[config.mk]
export PLATFORM = sky130hd
export DESIGN_NAME = dcf77_pulse_decoder
export DESIGN_NICKNAME = d
export VERILOG_FILES = /design/src/rtl/dcf77_pulse_decoder_pkg.sv /design/src/rtl/dcf77_input_filter.sv /design/src/rtl/dcf77_pulse_decoder.sv
export SDC_FILE = /design/constraint.sdc
export NUM_CORES = 1
export LEC_CHECK = 0
export BUFFER_PORTS_ARGS = -buffer_cell sky130_fd_sc_hd__clkbuf_2
export CAP_MARGIN = 0
export CORE_ASPECT_RATIO = 1.1
export CORE_MARGIN = 1
export CORE_UTILIZATION = 40
export CTS_CLUSTER_DIAMETER = 150
export CTS_CLUSTER_SIZE = 20
export DETAILED_ROUTE_END_ITERATION = 7
export GPL_TIMING_DRIVEN = 0
export PLACE_DENSITY = 0.58
export SETUP_SLACK_MARGIN = 0.2
export SLEW_MARGIN = 20
export SYNTH_ARGS = -nofsm -noshare
export SYNTH_HDL_FRONTEND = slang
export SYNTH_SLANG_ARGS = --single-unit
[constraint.sdc]
create_clock -name clk_in -period 3.19 [get_ports clk_in]
set_input_delay 0.638 -clock clk_in [delete_from_list [all_inputs] [get_ports clk_in]]
set_output_delay 0.638 -clock clk_in [all_outputs]
set_load 0.05 [all_outputs]
[src/rtl/dcf77_pulse_decoder_pkg.sv]
// Shared definitions for the DCF77 pulse decoder: state encodings, default
// thresholds (in 1 ms ticks), counter width and frame length.
package dcf77_pulse_decoder_pkg;

   localparam int CNT_W     = 12;
   localparam int FRAME_LEN = 59;

   localparam logic [CNT_W-1:0] CNT_MAX = '1;

   localparam logic [1:0] ST_IDLE  = 2'd0;
   localparam logic [1:0] ST_PULSE = 2'd1;
   localparam logic [1:0] ST_GAP   = 2'd2;

   localparam int DEF_DEBOUNCE   = 3;
   localparam int DEF_ZERO_MIN   = 40;
   localparam int DEF_ZERO_MAX   = 140;
   localparam int DEF_ONE_MIN    = 150;
   localparam int DEF_ONE_MAX    = 250;
   localparam int DEF_MINUTE_GAP = 1500;
   localparam int DEF_LOST_GAP   = 2500;

   // Counters stick at all-ones so a very long phase never wraps back into range.
   function automatic logic [CNT_W-1:0] sat_inc(input logic [CNT_W-1:0] v);
      return (v == CNT_MAX) ? v : v + CNT_W'(1);
   endfunction

endpackage

[src/rtl/dcf77_input_filter.sv]
// Synchronises the raw receiver output and debounces it on the 1 kHz tick.
// rise/fall are combinational strobes valid in the very tick cycle on which a
// new level is accepted, so the decoder can register its outputs directly.
module dcf77_input_filter #(
   parameter int DEBOUNCE = 3
) (
   input  logic clk_in,
   input  logic reset_n,
   input  logic tick,
   input  logic dcf_in,
   output logic level,
   output logic rise,
   output logic fall
);

   localparam int DW = $clog2(DEBOUNCE + 1);
   localparam logic [DW-1:0] LAST_AGREE = DW'(DEBOUNCE - 1);

   logic          sync_q1;
   logic          sync_q2;
   logic [DW-1:0] agree_cnt;
   logic          accept;

   assign accept = tick && (sync_q2 != level) && (agree_cnt == LAST_AGREE);
   assign rise   = accept && sync_q2;
   assign fall   = accept && !sync_q2;

   // Two-flop synchroniser for the asynchronous receiver output.
   always_ff @(posedge clk_in or negedge reset_n) begin
      if (!reset_n) begin
         sync_q1 <= 1'b0;
         sync_q2 <= 1'b0;
      end else begin
         sync_q1 <= dcf_in;
         sync_q2 <= sync_q1;
      end
   end

   // Accept a new level only after DEBOUNCE consecutive ticks disagree with the current one.
   always_ff @(posedge clk_in or negedge reset_n) begin
      if (!reset_n) begin
         level     <= 1'b0;
         agree_cnt <= '0;
      end else if (tick) begin
         if (sync_q2 == level) begin
            agree_cnt <= '0;
         end else if (accept) begin
            level     <= sync_q2;
            agree_cnt <= '0;
         end else begin
            agree_cnt <= agree_cnt + DW'(1);
         end
      end
   end

endmodule

[src/rtl/dcf77_pulse_decoder.sv]
// DCF77 pulse decoder: turns the filtered receiver level into second marks
// (sincro_out), minute marks, classified data bits and the second index.
module dcf77_pulse_decoder
   import dcf77_pulse_decoder_pkg::*;
#(
   parameter int DEBOUNCE   = DEF_DEBOUNCE,
   parameter int ZERO_MIN   = DEF_ZERO_MIN,
   parameter int ZERO_MAX   = DEF_ZERO_MAX,
   parameter int ONE_MIN    = DEF_ONE_MIN,
   parameter int ONE_MAX    = DEF_ONE_MAX,
   parameter int MINUTE_GAP = DEF_MINUTE_GAP,
   parameter int LOST_GAP   = DEF_LOST_GAP
) (
   input  logic       clk_in,
   input  logic       reset_n,
   input  logic       tick,
   input  logic       dcf_in,
   output logic       sincro_out,
   output logic       minute_mark,
   output logic       bit_valid,
   output logic       bit_value,
   output logic [5:0] bit_index,
   output logic       frame_error,
   output logic       synced
);

   localparam int MW = CNT_W + 1;
   localparam logic [MW-1:0] ZERO_MIN_W   = MW'(ZERO_MIN);
   localparam logic [MW-1:0] ZERO_MAX_W   = MW'(ZERO_MAX);
   localparam logic [MW-1:0] ONE_MIN_W    = MW'(ONE_MIN);
   localparam logic [MW-1:0] ONE_MAX_W    = MW'(ONE_MAX);
   localparam logic [MW-1:0] MINUTE_GAP_W = MW'(MINUTE_GAP);
   localparam logic [MW-1:0] LOST_GAP_W   = MW'(LOST_GAP);
   localparam logic [5:0]    LAST_INDEX   = 6'(FRAME_LEN - 1);

   logic             filt_level;
   logic             filt_rise;
   logic             filt_fall;
   logic [1:0]       state;
   logic [CNT_W-1:0] width_cnt;
   logic [CNT_W-1:0] gap_cnt;
   logic [MW-1:0]    width_meas;
   logic [MW-1:0]    gap_meas;
   logic             is_zero;
   logic             is_one;

   dcf77_input_filter #(
      .DEBOUNCE (DEBOUNCE)
   ) u_filter (
      .clk_in  (clk_in),
      .reset_n (reset_n),
      .tick    (tick),
      .dcf_in  (dcf_in),
      .level   (filt_level),
      .rise    (filt_rise),
      .fall    (filt_fall)
   );

   // Measured lengths include the tick on which the closing edge is accepted.
   assign width_meas = {1'b0, width_cnt} + MW'(1);
   assign gap_meas   = {1'b0, gap_cnt} + MW'(1);
   assign is_zero    = (width_meas >= ZERO_MIN_W) && (width_meas <= ZERO_MAX_W);
   assign is_one     = (width_meas >= ONE_MIN_W) && (width_meas <= ONE_MAX_W);

   // FSM, phase counters, second indexing and bit classification.
   always_ff @(posedge clk_in or negedge reset_n) begin
      if (!reset_n) begin
         state       <= ST_IDLE;
         width_cnt   <= '0;
         gap_cnt     <= '0;
         sincro_out  <= 1'b0;
         minute_mark <= 1'b0;
         bit_valid   <= 1'b0;
         bit_value   <= 1'b0;
         bit_index   <= '0;
         frame_error <= 1'b0;
         synced      <= 1'b0;
      end else begin
         sincro_out  <= 1'b0;
         minute_mark <= 1'b0;
         bit_valid   <= 1'b0;
         frame_error <= 1'b0;
         if (filt_rise) begin
            state      <= ST_PULSE;
            width_cnt  <= '0;
            sincro_out <= 1'b1;
            if ((state == ST_GAP) && (gap_meas >= MINUTE_GAP_W)) begin
               minute_mark <= 1'b1;
               bit_index   <= '0;
               synced      <= 1'b1;
            end else if (bit_index == LAST_INDEX) begin
               frame_error <= 1'b1;
               synced      <= 1'b0;
            end else begin
               bit_index <= bit_index + 6'd1;
            end
         end else if (filt_fall && (state == ST_PULSE)) begin
            state   <= ST_GAP;
            gap_cnt <= '0;
            if (is_zero || is_one) begin
               bit_value <= is_one;
               bit_valid <= synced;
            end else begin
               frame_error <= 1'b1;
               synced      <= 1'b0;
            end
         end else if (tick) begin
            if ((state == ST_PULSE) && filt_level) begin
               width_cnt <= sat_inc(width_cnt);
            end else if (state == ST_GAP) begin
               gap_cnt <= sat_inc(gap_cnt);
               if (gap_meas >= LOST_GAP_W) begin
                  state  <= ST_IDLE;
                  synced <= 1'b0;
               end
            end
         end
      end
   end

endmodule

==> results of run 1 <==
## flip-flops by register name, summed over array words and instances, names as in the netlist
| signal | flops |
|---|---|
| gap_cnt | 12 |
| width_cnt | 12 |
| bit_index | 6 |
| state | 2 |
| u_filter.agree_cnt | 2 |
| bit_valid | 1 |
| bit_value | 1 |
| frame_error | 1 |
| minute_mark | 1 |
| sincro_out | 1 |
| synced | 1 |
| u_filter.level | 1 |
| u_filter.sync_q1 | 1 |
| u_filter.sync_q2 | 1 |
## cell families (layout without fill, tap and decap cells)
logic type	after synthesis	after routing	synth area share [%]
buffers and inverters	38	61	7.28
multiplexers	3	3	1.10
AND/OR/NAND/NOR	133	133	24.7
flip-flops	43	43	36.4
adder cells (fa/ha/maj)	5	5	2.12
AO/OA/AOI/OAI	112	112	25.4
XOR/XNOR	10	10	2.96
## cells in the mapped netlist (6+ instances only)
| master | instances |
|---|---|
| dfrtp_1 | 43 |
| o21ai_0 | 35 |
| nand2_1 | 30 |
| nor2_1 | 23 |
| nand3_1 | 16 |
| a21oi_1 | 14 |
| o31ai_1 | 14 |
| clkbuf_1 | 12 |
| and3_1 | 11 |
| inv_1 | 10 |
| nor3_1 | 7 |
| a31oi_1 | 6 |
| buf_6 | 6 |
| nand4_1 | 6 |
| o22ai_1 | 6 |
## worst reg2reg max path, stage by stage (launching register included)
cell and delay [ns]:
dfrtp_1 0.48, ha_1 0.29, clkbuf_2 0.20, nand2_1 0.10
a2bb2oi_1 0.15, a31oi_1 0.11, or4_4 0.54, a311oi_2 0.36
o22ai_1 0.12, a211o_1 0.30
## area by class of cell
class                           instances  area share (%)
Inverter                               10            1.16
Tap cell                               85            3.28
Timing Repair Buffer                   15            2.39
Buffer                                 28            5.59
Multi-Input combinational cell        263            51.6
Clock buffer                            5            2.12
Clock inverter                          3           0.733
Sequential cell                        43            33.2
## worst paths after layout
| kind | startpoint | end | depth (start not counted) |
|---|---|---|---|
| max | width_cnt[0] | synced | 9 |
| min | reset_n | gap_cnt[3] | 1 |
| max reg2reg | width_cnt[0] | synced | 9 |
| min reg2reg | u_filter.sync_q1 | u_filter.sync_q2 | 0 |
| max in group asynchronous | reset_n | frame_error | 1 |
| min in group clk_in | u_filter.sync_q1 | u_filter.sync_q2 | 0 |
## per-stage QoR
stage	std cells	worst slack, ns	hold WS [ns]	util, %
global placement	444	0.287	0.339	44.3
global route	452	0.216	0.363	45.8
CTS	452	0.289	0.360	45.6
floorplan	344	0.703	0.331	-
finish	452	0.443	0.355	45.8
detailed placement	444	0.260	0.337	44.3
## report_power, final
group	internal, W	leakage [nW]	switching [W]
registers	0.000650	0.581	0.000117
clock network	0.000157	0.0408	0.000220
logic	0.000274	0.765	0.000439
## metal layers
layer	GRT usage (%)	routed length, um	share of wire, %	vias up
met5	0	0	0	-
met1	26.1	3440	48	1256
met2	31.9	3380	48	38
met4	6.32	85	1.2	0
met3	3.51	206	2.9	8
li1	-	-	-	1327
==> flow_summary_export.csv, run 1 <==
group,metric,value,unit
yosys,synth_cell_types,63,
routing,vias,2629,
die,die_x,84.0,um
clock_network,h-tree-depth,2,
yosys,syn-instance-count,344,
final_layout,drive_gt1_share,16.1,%
worst_setup_path,critPathKind,"reg2reg",
worst_setup_path,crit_family,"compound AO/OA/AOI/OAI gates",
final_layout,syn_to_final_growth,9.69,%
yosys,ys.flop_type,"dfrtp_1",
die,coreArea,0.00709,sq mm
routing,wl_per_cell,15.7,um
sta,worst_pin_slew,0.615,ns
worst_setup_path,max_stage_delay,0.54,ns
placed_design,dpl_cell_area,0.00314,sq mm
yosys,synth.net_count,353,
yosys,synth_area_leader_cell,"dfrtp_1",
worst_setup_path,start_kind,"flip-flop",
clock_network,postCtsHoldBufs,0,
clock_network,cts_tree,"yes",
worst_setup_path,path_buf_inv,1,
routing,dr.pass1.iters,4,
clock_network,cts_setup_buffers,0,
run,maxCapViolations,0,
routing,routed_wl,7.11,mm
final_layout,final_common_cell,"dfrtp_1",
routing,drc,0,
sta,setup_viol,0,
grt,grt_pass1_wl,12.1,mm
final_layout,fillers,674,
final_layout,insertedDiodeCount,0,
die,start_util,41.7,%
worst_setup_path,cp_cell_sequence,"ha_1, clkbuf_2, nand2_1, a2bb2oi_1, a31oi_1, or4_4, a311oi_2, o22ai_1, a211o_1",
pwr,finalPower,0.00186,W
sta,fin_crit,2.75,ns
final_layout,final_cell_mix,"dfrtp_1, o21ai_0, nand2_1, nor2_1, clkbuf_2",
yosys,synth_top_area_share,36.4,%
final_layout,nNetsFinal,375,
clock_network,ctsResizeCount,0,
grt,grt_pass1_vias,2488,
clock_network,clockRootBuffer,"clkbuf_8",
routing,via_per_inst,5.82,
routing,antenna_left,0,
worst_setup_path,end_kind,"flip-flop",
yosys,yosys_register_bits,43,
die,die-area,0.00774,sq mm
worst_setup_path,slowest_stage,"or4_4",
placed_design,gp_congestion,0.837,
yosys,synth_edf_count,0,
grt,grt_overflow,0,
clock_network,cts_made_buffers,5,
worst_setup_path,path_max_fanout,10,
die,die_h,92.2,um
grt,gr-usage-all-layers,19.5,%
yosys,synth_area_leaders,"dfrtp_1, o21ai_0, nand2_1, o31ai_1, nor2_1",
die,rows,32,
pwr,p_per_area,572,mW/mm^2
pwr,p_leak,1.39,nW
yosys,yosysWarnings,0,
clock_network,clk_pin_slew_worst_paths,0.10,ns
yosys,synth_area,0.00296,sq mm
worst_setup_path,cp.required,3.39,ns
worst_setup_path,reg2reg_setup_slack,0.44,ns
sta,slew_headroom,59.0,%
die,ios,16,
sta,drv_slew,0,
final_layout,fin_area,0.00324,sq mm
sta,max_clock_freq,364,MHz
yosys,synthArstFlopShare,100,%
sta,rsz0062_at_grt,"false",
worst_hold_path,hp-class,"in2async",
worst_setup_path,critPathArrivalTime,2.95,ns
final_layout,multi_input_area,0.00167,sq mm
routing,drtIter0Drc,116,
placed_design,io_buffers,15,
sta,post-route-period-util,86.1,%
clock_network,cts_sinks,43,
yosys,yosysSeqAreaShare,36.4,%
placed_design,hpwl,4.95,mm
yosys,synth_area_per_cell,8.60,sq um
pwr,peakVddDrop,313,uV
sta,hold_viol,0,
sta,finalSetupTns,0,ns
final_layout,seq_area,0.00108,sq mm
grt,antenna_found_initial,0,
clock_network,cts_buffer_depth,2,
grt,grt_max_degree,44,
outcome,outcome,"complete, no violations",
sta,clock_skew,0.00633,ns
clock_network,clk_latency,0.31,ns
No activity file was read; power rests on OpenSTA's default activity.
==> run 2, diff against run 1 <==
--- a/config.mk
+++ b/config.mk
@@ -5,6 +5,7 @@
 export SDC_FILE = /design/constraint.sdc
 export NUM_CORES = 1
 export LEC_CHECK = 0
+export ABC_AREA = 1
 export BUFFER_PORTS_ARGS = -buffer_cell sky130_fd_sc_hd__clkbuf_2
 export CAP_MARGIN = 0
 export CORE_ASPECT_RATIO = 1.1
==> flow_summary_export.csv, run 2 <==
group,metric,value,unit
routing,via_per_inst,4.95,
yosys,synth_area_per_cell,7.33,sq um
die,die-area,0.00693,sq mm
worst_setup_path,start_kind,"flip-flop",
pwr,p_leak,1.43,nW
sta,setup_viol,0,
worst_setup_path,critPathLaunch,"width_cnt[1]",
sta,hold_viol,0,
grt,use_met2,31.5,%
clock_network,ctsResizeCount,0,
worst_setup_path,critPathKind,"reg2reg",
worst_setup_path,cpMostUsedCell,"nand2_1",
clock_network,h-tree-depth,2,
sta,rsz0062_at_grt,"false",
final_layout,final_cell_mix,"nand2_1, inv_1, dfrtp_1, nand3_1, nor2_1",
worst_setup_path,path_max_fanout,7,
die,ios,16,
grt,grt_pass1_wl,9.74,mm
yosys,synth_cell_types,26,
sta,max_clock_freq,523,MHz
final_layout,syn_to_final_growth,9.96,%
clock_network,postCtsHoldBufs,0,
sta,worst_pin_slew,0.616,ns
routing,routed_wl,5.60,mm
yosys,synth_area_leaders,"dfrtp_1, nand2_1, inv_1, nand3_1, nand2_2",
yosys,synth_top_area_share,40.8,%
sta,drv_slew,0,
worst_setup_path,rr_startpoint,"width_cnt[1]",
yosys,synth_edf_count,0,
grt,met1_usage,22.2,%
final_layout,nNetsFinal,391,
clock_network,cts_tree,"yes",
worst_hold_path,min_from,"u_filter.sync_q1",
sta,post-route-period-util,59.9,%
die,coreArea,0.00627,sq mm
placed_design,gp_congestion,0.859,
routing,drtIter0Drc,74,
die,start_util,42.1,%
yosys,synth.most_common_cell,"nand2_1",
yosys,synth.net_count,369,
clock_network,clk_latency,0.30,ns
worst_setup_path,slowest_stage,"dfrtp_1",
sta,whs,0.354,ns
worst_setup_path,max_stage_delay,0.41,ns
sta,clock_skew,0.0114,ns
routing,wl_per_cell,12.1,um
clock_network,cts_made_buffers,5,
die,rows,30,
placed_design,io_buffers,15,
grt,grt_max_degree,44,
pwr,p_per_area,729,mW/mm^2
yosys,synth_area,0.00264,sq mm
sta,slew_headroom,58.9,%
final_layout,largestRegisters,"gap_cnt (12), width_cnt (12), bit_index (6)",
die,die_x,79.4,um
sta,finalSetupTns,0,ns
routing,dr.pass1.iters,5,
sta,fin_crit,1.91,ns
clock_network,clk_pin_slew_worst_paths,0.09,ns
clock_network,cts_buffer_depth,2,
yosys,yosysSeqAreaShare,40.8,%
final_layout,fillers,641,
worst_setup_path,end_kind,"flip-flop",
die,die_h,87.2,um
yosys,syn-instance-count,360,
pwr,peakVddDrop,301,uV
routing,antenna_left,0,
grt,grt_pass1_vias,2196,
worst_setup_path,cp.required,3.38,ns
clock_network,cts_sinks,43,
final_layout,drive_gt1_share,16.7,%
clock_network,cts_setup_buffers,0,
worst_setup_path,critPathArrivalTime,2.10,ns
final_layout,final_common_cell,"nand2_1",
grt,gr-usage-all-layers,17.8,%
outcome,outcome,"complete, no violations",
placed_design,hpwl,4.13,mm
routing,vias,2294,
yosys,yosysWarnings,0,
final_layout,insertedDiodeCount,0,
worst_setup_path,cp_cell_sequence,"ha_1, nand2_2, nor2_4, nand2_1, nand2_1, nand2_2, nor2_2, nand3_2, nor2_4, nand2_1, nand2_1, o31ai_1",
grt,grt.busiest_layer,"met2",
yosys,yosys-top-cells-count,"nand2_1, inv_1, dfrtp_1",
yosys,synthArstFlopShare,100,%
yosys,ys.flop_type,"dfrtp_1",
grt,antenna_found_initial,0,
yosys,yosys_register_bits,43,
grt,use_met3,3.14,%
worst_hold_path,hp-class,"reg2reg",
grt,grt_overflow,0,
routing,drc,0,
yosys,synth_area_leader_cell,"dfrtp_1",
run,maxCapViolations,0,
clock_network,clockRootBuffer,"clkbuf_8",
run 2: changes by cell type in the layout (fill, tap and decap cells not counted), sizes merged, moves of 13 or more:
cell	change
o21ai	-15
a21oi	-13
inv	+39
nor2	+16
nand3	+19
o31ai	-13
nand2	+94
run 2: path summary, 6_finish.rpt:
kind / endpoint / slack, ns / cells after the start
min in group asynchronous: width_cnt[10] / 0.36 / 1
max in group asynchronous: bit_index[3] / 2.41 / 1
setup reg to reg: bit_value / 1.28 / 12
hold reg to reg: u_filter.sync_q2 / 0.35 / 0
setup / recovery: bit_value / 1.28 / 12
hold / removal: u_filter.sync_q2 / 0.35 / 0
run 2: layer usage:
layer / routed length (um) / vias up / part of all wire [%]
met4: 53 / 0 / 0.95
met2: 2770 / 23 / 49
met5: 0 / - / 0
met3: 122 / 7 / 2.2
li1: - / 1196 / -
met1: 2650 / 1068 / 47
run 2: cells by family after synthesis:
logic type                 synth area share, %
and+or+nand+nor                           38.5
AOI/OAI and AO/OA                         7.68
adders and majority gates                 2.37
xor gates and xnor gates                  2.99
buffers and inverters                     7.63
DFF                                       40.8
run 2: power breakdown:
group          internal, W  switching [W]  leakage (nW)
clock             0.000153       0.000195        0.0412
combinational     0.000283       0.000597         0.822
sequential        0.000712       0.000176         0.566
run 2: cell type report:
type | count | area, sq um | share of cell area [%]
multi-input combinational | 264 | 1360 | 46.9
sequential | 43 | 1080 | 37.1
inverter | 51 | 191 | 6.60
tap | 80 | 100 | 3.45
timing repair buffer | 15 | 77.6 | 2.67
clock buffer | 6 | 72.6 | 2.50
clock inverter | 2 | 12.5 | 0.431
buffer | 2 | 10.0 | 0.345
run 2: critical path, delay by kind of cell, from the launching register on:
| kind | cells | cell delay (ns) |
|---|---|---|
| AOI/OAI and AO/OA | 1 | 0.06 |
| adders and majority gates | 1 | 0.33 |
| DFF | 1 | 0.41 |
| and+or+nand+nor | 10 | 0.98 |
run 2: per-stage QoR:
step / cell area, sq um / cells / util (%) / worst slack, ns / power [W]
CTS: 2900 / 463 / 46.3 / 1.23 / 0.00214
finish: 2900 / 463 / 46.3 / 1.28 / 0.00212
floorplan: 2640 / 360 / - / 1.52 / 0.00157
global placement: 2810 / 455 / 44.9 / 1.10 / 0.00176
global route: 2900 / 463 / 46.3 / 1.05 / 0.00231
detailed placement: 2820 / 455 / 44.9 / 1.06 / 0.00178
